File: src/rtl/note_sequencer_if.sv
// note_sequencer_if
// -----------------
// Bundles the control inputs and status outputs of the note sequencer.
//
// Signal contract, as seen from the sequencer (slave) side:
//   start_i, stop_i and loop_i are sampled on every rising clock edge; there
//   is no handshake and no backpressure, so a pulse must be at least one
//   cycle wide and is acted on in the cycle it is seen.
//   note_index_o, note_valid_o, note_strobe_o, playing_o and done_o are
//   registered and change only on the clock edge. note_valid_o qualifies
//   note_index_o for the tone generator: the ROM output is only to be
//   sounded while note_valid_o is high.
//   state_dbg_o mirrors the FSM state register (0 = IDLE, 1 = PLAY) for
//   checkers and debug.
//
// Modports:
//   master - the controller side (drives start/stop/loop, observes status)
//   slave  - the sequencer itself
interface note_sequencer_if;
  logic       start_i;
  logic       stop_i;
  logic       loop_i;
  logic [4:0] note_index_o;
  logic       note_valid_o;
  logic       note_strobe_o;
  logic       playing_o;
  logic       done_o;
  logic       state_dbg_o;

  modport master (
    output start_i,
    output stop_i,
    output loop_i,
    input  note_index_o,
    input  note_valid_o,
    input  note_strobe_o,
    input  playing_o,
    input  done_o,
    input  state_dbg_o
  );

  modport slave (
    input  start_i,
    input  stop_i,
    input  loop_i,
    output note_index_o,
    output note_valid_o,
    output note_strobe_o,
    output playing_o,
    output done_o,
    output state_dbg_o
  );
endinterface

File: src/rtl/note_sequencer.sv
// note_sequencer
// --------------
// Steps the 5-bit note index through a song at a fixed tempo and tells the
// tone generator when to sound the looked-up divider. Each note slot lasts
// TICKS_PER_NOTE cycles; the last GAP_TICKS cycles of every slot are silent
// so repeated notes are articulated rather than merged.
//
// Ports:
//   clk_i  - system clock
//   rst_i  - synchronous, active-high reset
//   bus    - note_sequencer_if.slave:
//              start_i       begin / restart the song from slot 0
//              stop_i        abort playback, back to idle (wins over start_i)
//              loop_i        sampled in the last cycle of the last slot;
//                            high wraps to slot 0, low ends the song
//              note_index_o  current slot, drives the note ROM index
//              note_valid_o  high while the tone must sound
//              note_strobe_o one-cycle pulse in the first cycle of a slot
//              playing_o     high while in PLAY
//              done_o        one-cycle pulse when a non-looped song ends
//              state_dbg_o   FSM state (0 = IDLE, 1 = PLAY)
//
// Parameter legal ranges:
//   TICKS_PER_NOTE : 2 .. 2^TICK_BW-1
//   GAP_TICKS      : 0 .. TICKS_PER_NOTE-1
//   NUM_NOTES      : 1 .. 32
module note_sequencer #(
  parameter int TICK_BW        = 24,
  parameter int TICKS_PER_NOTE = 1500000,
  parameter int GAP_TICKS      = 150000,
  parameter int NUM_NOTES      = 32
) (
  input  logic             clk_i,
  input  logic             rst_i,
  note_sequencer_if.slave  bus
);

  typedef enum logic {
    IDLE = 1'b0,
    PLAY = 1'b1
  } state_t;

  // Last tick of a slot; the counter never goes beyond this value.
  localparam logic [TICK_BW-1:0] TICK_LAST   = TICK_BW'(TICKS_PER_NOTE - 1);
  // Ticks 0 .. SOUND_TICKS-1 of a slot sound, the rest is the gap.
  localparam logic [TICK_BW-1:0] SOUND_TICKS = TICK_BW'(TICKS_PER_NOTE - GAP_TICKS);
  // Wrap point of the index. Explicit compare, so short songs wrap early and
  // a 32-note song wraps at the same place natural overflow would.
  localparam logic [4:0]         INDEX_LAST  = 5'(NUM_NOTES - 1);

  state_t             state_q, state_d;
  logic [TICK_BW-1:0] tick_q,  tick_d;
  logic [4:0]         index_q, index_d;
  logic               valid_q, valid_d;
  logic               strobe_q, strobe_d;
  logic               done_q,  done_d;

  // ---------------------------------------------------------------------
  // State and output registers
  // ---------------------------------------------------------------------
  always_ff @(posedge clk_i) begin
    if (rst_i) begin
      state_q  <= IDLE;
      tick_q   <= '0;
      index_q  <= '0;
      valid_q  <= 1'b0;
      strobe_q <= 1'b0;
      done_q   <= 1'b0;
    end else begin
      state_q  <= state_d;
      tick_q   <= tick_d;
      index_q  <= index_d;
      valid_q  <= valid_d;
      strobe_q <= strobe_d;
      done_q   <= done_d;
    end
  end

  // ---------------------------------------------------------------------
  // Next state / next outputs.
  // Per-cycle priority: stop_i > start_i > tempo advance (reset is handled
  // in the register process and beats everything).
  // ---------------------------------------------------------------------
  always_comb begin
    state_d  = state_q;
    tick_d   = tick_q;
    index_d  = index_q;
    strobe_d = 1'b0;
    done_d   = 1'b0;

    unique case (state_q)
      IDLE: begin
        tick_d  = '0;
        index_d = '0;
        // stop_i in IDLE has no effect of its own, but it still masks a
        // simultaneous start_i.
        if (!bus.stop_i && bus.start_i) begin
          state_d  = PLAY;
          strobe_d = 1'b1;
        end
      end

      PLAY: begin
        if (bus.stop_i) begin
          state_d = IDLE;
          tick_d  = '0;
          index_d = '0;
        end else if (bus.start_i) begin
          // Restart takes precedence over the tempo, so a restart on the
          // very last tick of the song never produces done_o.
          tick_d   = '0;
          index_d  = '0;
          strobe_d = 1'b1;
        end else if (tick_q == TICK_LAST) begin
          tick_d = '0;
          if (index_q < INDEX_LAST) begin
            index_d  = index_q + 5'd1;
            strobe_d = 1'b1;
          end else if (bus.loop_i) begin
            index_d  = '0;
            strobe_d = 1'b1;
          end else begin
            state_d = IDLE;
            index_d = '0;
            done_d  = 1'b1;
          end
        end else begin
          tick_d = tick_q + 1'b1;
        end
      end

      default: begin
        state_d = IDLE;
        tick_d  = '0;
        index_d = '0;
      end
    endcase

    // Valid is derived from where the slot will be next cycle, so it is
    // registered alongside the index it qualifies.
    valid_d = (state_d == PLAY) && (tick_d < SOUND_TICKS);
  end

  // ---------------------------------------------------------------------
  // Outputs (all straight from registers)
  // ---------------------------------------------------------------------
  assign bus.note_index_o  = index_q;
  assign bus.note_valid_o  = valid_q;
  assign bus.note_strobe_o = strobe_q;
  assign bus.playing_o     = (state_q == PLAY);
  assign bus.done_o        = done_q;
  assign bus.state_dbg_o   = state_q;

endmodule

File: src/flat_wrapper.sv
// flat-port wrapper written by rule: the top's interface ports become plain ports
module note_sequencer_flat 
#(
  parameter int TICK_BW        = 24,
  parameter int TICKS_PER_NOTE = 1500000,
  parameter int GAP_TICKS      = 150000,
  parameter int NUM_NOTES      = 32
)
  (clk_i, rst_i, bus_start_i, bus_stop_i, bus_loop_i, bus_note_index_o, bus_note_valid_o, bus_note_strobe_o, bus_playing_o, bus_done_o, bus_state_dbg_o);
  note_sequencer_if bus_i ();
  input  logic clk_i;
  input  logic rst_i;
  input wire logic [$bits(bus_i.start_i)-1:0] bus_start_i;
  input wire logic [$bits(bus_i.stop_i)-1:0] bus_stop_i;
  input wire logic [$bits(bus_i.loop_i)-1:0] bus_loop_i;
  output wire logic [$bits(bus_i.note_index_o)-1:0] bus_note_index_o;
  output wire logic [$bits(bus_i.note_valid_o)-1:0] bus_note_valid_o;
  output wire logic [$bits(bus_i.note_strobe_o)-1:0] bus_note_strobe_o;
  output wire logic [$bits(bus_i.playing_o)-1:0] bus_playing_o;
  output wire logic [$bits(bus_i.done_o)-1:0] bus_done_o;
  output wire logic [$bits(bus_i.state_dbg_o)-1:0] bus_state_dbg_o;
  assign bus_i.start_i = bus_start_i;
  assign bus_i.stop_i = bus_stop_i;
  assign bus_i.loop_i = bus_loop_i;
  assign bus_note_index_o = bus_i.note_index_o;
  assign bus_note_valid_o = bus_i.note_valid_o;
  assign bus_note_strobe_o = bus_i.note_strobe_o;
  assign bus_playing_o = bus_i.playing_o;
  assign bus_done_o = bus_i.done_o;
  assign bus_state_dbg_o = bus_i.state_dbg_o;
  note_sequencer #(.TICK_BW(TICK_BW), .TICKS_PER_NOTE(TICKS_PER_NOTE), .GAP_TICKS(GAP_TICKS), .NUM_NOTES(NUM_NOTES)) u_core (.clk_i(clk_i), .rst_i(rst_i), .bus(bus_i));
endmodule
File: config.mk
export PLATFORM = sky130hd
export DESIGN_NAME = note_sequencer_flat
export DESIGN_NICKNAME = d
export VERILOG_FILES = /design/src/rtl/note_sequencer_if.sv /design/src/rtl/note_sequencer.sv /design/src/flat_wrapper.sv
export SDC_FILE = /design/constraint.sdc
export NUM_CORES = 1
export LEC_CHECK = 0
export ABC_AREA = 1
export CORE_ASPECT_RATIO = 1.25
export CORE_MARGIN = 4
export CORE_UTILIZATION = 40
export CTS_CLUSTER_SIZE = 16
export DETAILED_ROUTE_END_ITERATION = 7
export MAX_ROUTING_LAYER = met4
export SLEW_MARGIN = 10
export SYNTH_ARGS = -nofsm -noshare
export SYNTH_HDL_FRONTEND = slang
export SYNTH_SLANG_ARGS = --single-unit
export TNS_END_PERCENT = 20
File: constraint.sdc
create_clock -name clk_i -period 5.1 [get_ports clk_i]
set_input_delay 1.02 -clock clk_i [delete_from_list [all_inputs] [get_ports clk_i]]
set_output_delay 1.02 -clock clk_i [all_outputs]
set_load 0.03 [all_outputs]
# Yosys cells after proc, flatten, opt, wreduce, memory -nomap -nowiden
# Index checks and enable logic that the tools add are counted.
[totals] word_cells=39 ff_bits=33 output_inout_bits=10 input_bits=5
[op_classes] eq_ne=2 muxes=21 n_bitwise=2 magnitude_cmp=2 reduce_logical=4 n_addsub=2
[op_table] cell="24-bit 2-to-1 mux" n=3
[op_table] cell="24-bit one-hot mux with 2 select lines" n=1
[op_table] cell="24-bit by 1-bit adder with 24-bit output (second input constant)" n=1
[op_table] cell="24-bit by 21-bit equality test with 1-bit output (second input constant)" n=1
[op_table] cell="24-bit by 21-bit < comparator with 1-bit output (second input constant)" n=1
[op_table] cell="5-bit 2-to-1 mux" n=4
[op_table] cell="1-bit 2-to-1 mux" n=10
[op_table] cell="5-bit one-hot mux with 2 select lines" n=1
[op_table] cell="6-bit OR reduction" n=1
[op_table] cell="5-bit by 1-bit adder with 5-bit output (second input constant)" n=1
[op_table] cell="5-bit < comparator (second input constant)" n=1
[op_table] cell="4-bit inequality test (second input constant)" n=1
[op_table] cell="1-bit one-hot mux with 2 select lines" n=2
[op_table] cell="1-bit logical AND" n=2
[op_table] cell="1-bit NOT" n=2
[op_table] cell="1-bit logical NOT" n=1

# Longest topological paths before layout
[logic_depth] word_depth=7 ltp_mapped=15 depth_no_buf=15

# Worst setup path before layout
# OpenSTA, ideal clock, no wires.
[synth_timing] kind="input port to flip-flop" from="input bus_stop_i" to="register u_core.valid_q (netlist: u_core.bus.note_valid_o)" cell_stages=10 arrival_ns=2.096 setup_ns=0.117 setup_slack_ns=2.888 cell_sequence="inv_1 -> nand2_1 -> nor2_2 -> nand2_8 -> nor2_1 -> nand2_1 -> nor2_2 -> nand2_1 -> nor2_1 -> a21oi_1"
[synth_via] elab_chain_len=5
[synth_lines] item="start, declared" line_no="flat_wrapper.sv:14" text="input wire logic [$bits(bus_i.stop_i)-1:0] bus_stop_i;"
[synth_lines] item="branches (longest 4 deep; another with 24-bit by 21-bit < comparator with 1-bit output)"
[synth_lines] item="1-bit logical AND (*)" line_no="note_sequencer.sv:141" text="valid_d = (state_d == PLAY) && (tick_d < SOUND_TICKS);"
[synth_lines] item="end signal, assigned" line_no="note_sequencer.sv:73" text="valid_q <= valid_d;"
[synth_lines] item="end, declared" line_no="note_sequencer.sv:54" text="logic valid_q, valid_d;"
# Every way passes the cells marked *.
# A chain may end at the register's enable or synchronous reset.

# Worst setup path after layout
[layout_timing] from="input bus_stop_i" to="register u_core.index_q[1] (netlist: u_core.bus.note_index_o[1])"
[layout_via] elab_chain_len=2
[layout_lines] item="5-bit 2-to-1 mux" line_no="note_sequencer.sv:104" text="if (bus.stop_i) begin"
[layout_lines] item="5-bit one-hot mux with 2 select lines" line_no="note_sequencer.sv:91" text="unique case (state_q)"
[layout_lines] item="end signal, assigned" line_no="note_sequencer.sv:72" text="index_q <= index_d;"
[layout_lines] item="end, declared" line_no="note_sequencer.sv:53" text="logic [4:0] index_q, index_d;"
# Several ways; a longest one is shown, not always the timed one.

==> metrics <==
Post-synth ARST share=0; xor and xnor fraction of the mapped netlist area=0.02632; setup TNS=0 ns; Synth area leader=dfxtp_1; Yosys top cell area share=0.3308; Fmax=0.3841 GHz; worst reg2reg setup slack=3.01 ns; Die W=71.20 µm; slowest CP cell=nor2_2; Vias/cell=5.068; Crit path max-delay family=simple AND/OR/NAND/NOR gates; ranking of synthesized cells by area=dfxtp_1 33%, nand2_1 11%, nor2_1 11%, nand3_1 6.3%, inv_1 6.0%; worst path arrival time=2.84 ns; DRT Pass-1 Iters=4; ant diodes=0; FP Rows=28; initial antenna violation count=0; Final setup viols=0; CTS H-tree depth=2; number of synthesized flops with an enable pin=0; Setup Buffers After CTS=0; Starting Density=0.4161; DRT iter0 DRCs=118; max_slew headroom=0.5918; post-synthesis sequential area ratio=0.3308; port bufs=14; largest net degree at the start of global routing=18; Sw Share=0.2310; synthesized flop and latch total=33; post-synthesis adder-cell area fraction=0.01253; most frequent cells after synthesis=61 x nand2_1, 57 x nor2_1, 33 x dfxtp_1; clock tree buffer depth=2; Final Max Tran Viols=0; Crit. End Element=register; Max-cap violations=0; slew of the pin with the lowest slew margin=0.6067 ns; post-route ant nets=0; gr usage total=0.1690; HPWL Detailed=3703 µm; P_leak=0.8128 nW; post-layout net count=326; minimum hold slack=0.4696 ns; hold buffers post-CTS=0; root buffer cell=clkbuf_8; CTS resizes=0; Core Area=4800 µm²; status=finished, final reports clean; Int Pwr=0.3627 mW; CP Max Fanout=13; CP Class=in2reg; WP depth=10; die area=6194 µm²; final wirelength=4775 µm; Compound-Gate Fraction of Synth Area=0.07331; GRT overflow=0; Comb power frac=0.039; share of cells above drive strength 1=0.1219; Final Hold Fails=0; warnings from Yosys=0; clk_skew=0.006697 ns; TritonCTS clock tree=done; period utilisation layout=0.5105; Num CTS Buffers=5; mux cell area share after synthesis=0; Reg power frac=0.551; Avg Inst Size Synth=6.612 µm²; Distinct cells, synth=32; net switching power=0.1090 mW; WHS Path Cells=1; DP Area=2192 µm²; clock latency on the worst-skew pair=0.28 ns; clk slew on worst S/H paths=0.07 ns; power density cells=207.2 nW/µm²; post-synthesis simple-gate area fraction=0.4731; Die Span Y=87.00 µm; most frequent cell after synthesis=nand2_1; Syn Inst Count=302; final worst path period need=2.603 ns; DRC Markers=0; number of global-route vias before repair=1,811; worst path cell trace=clkdlybuf4s50_1 > inv_1 > nand2_1 > nor2_2 > nand2_8 > inv_6 > nand2_1 > o21ai_0 > o21ai_0 > inv_1; Finished Cell Area=2276 µm²; GP Congestion=0.9321; ys flop type=dfxtp_1; post-synth net total=309; vias=1,926; Max IR drop VDD=149.6 µV; RSZ-0062 raised after global routing=false; WP buf/inv=4; Max stage delay on crit path=0.43 ns; kind of start point of the critical path=primary input; worst hold path class=reg2reg; clock network fraction of total power=0.411; IO Count=15; Synth-to-Final Area Change=13.97%; largest family of logic cells by synthesized area=simple AND/OR/NAND/NOR gates; R2R depth=12; CP Data Required Time=5.34 ns; Synth Cell Area=1997 µm²; wire length per cell=12.57 µm; Sink Count=33; first-pass GRT wire length=8107 µm
[worst paths after layout]
check,start,endpoint
worst max-delay path,bus_stop_i,u_core.bus.note_index_o[1]
worst min-delay path,u_core.tick_q[0],u_core.tick_q[0]
worst max register to register,u_core.tick_q[0],u_core.bus.note_index_o[1]
worst min register to register,u_core.tick_q[0],u_core.tick_q[0]
[power by group through the flow]
stage / sequential, mW / clock, mW / combinational [mW]
global route: 0.260 / 0.211 / 0.0199
finish: 0.260 / 0.194 / 0.0183
detailed placement: 0.266 / 0 / 0.0184
floorplan: 0.268 / 0 / 0.00849
global placement: 0.266 / 0 / 0.0184
CTS: 0.260 / 0.200 / 0.0185
[cell type report]
| cell class | count | area (µm²) |
|---|---|---|
| timing repair buffer | 14 | 140.1 |
| multi-input combinational | 227 | 1169 |
| sequential | 33 | 660.6 |
| inverter | 38 | 147.6 |
| clock inverter | 1 | 7.507 |
| clock buffer | 7 | 76.32 |
| tap | 60 | 75.07 |
| fill | 473 | 2524 |
[placed cells by master (no fill, tap or decap), drive strengths merged]
cell and n:
a21o 1, a21oi 14, a31oi 1, clkbuf 7, clkdlybuf4s50 14, clkinv 1, clkinvlp 1, dfxtp 33
ha 2, inv 37, nand2 71, nand3 31, nand3b 1, nand4 9, nor2 68, nor3 7
nor3b 1, nor4 3, o21ai 11, o21bai 1, xnor2 1, xor2 5
[per-layer routing]
metal	part of all wire	GRT usage	wire [µm]
met4	0.013	0.05470	63
met3	0.034	0.03580	160
met2	0.49	0.2910	2343
met5	0	-	0
met1	0.46	0.1948	2207
[stage by stage]
step,utilization,cells,setup WS (ns),power (mW)
2_1_floorplan,-,302,2.888,0.2766
3_3_place_gp,0.4567,372,2.210,0.2839
3_5_place_dp,0.4567,372,2.179,0.2840
4_1_cts,0.4742,380,2.488,0.4785
5_1_grt,0.4742,380,2.297,0.4908
6_report,0.4742,380,2.497,0.4717
[registers in the layout, summed over array words and instances, names as in the netlist]
name	flops
u_core.bus.done_o	1
u_core.bus.note_valid_o	1
u_core.bus.note_strobe_o	1
u_core.bus.note_index_o	5
u_core.tick_q	24
u_core.bus.playing_o	1
[cell families after synthesis]
logic type	count (synthesis)
adders and majority gates	2
buffers and inverters	42
AOI/OAI and AO/OA	28
xor gates and xnor gates	6
and+or+nand+nor	191
DFF	33
(Power assumes the default switching activity.)
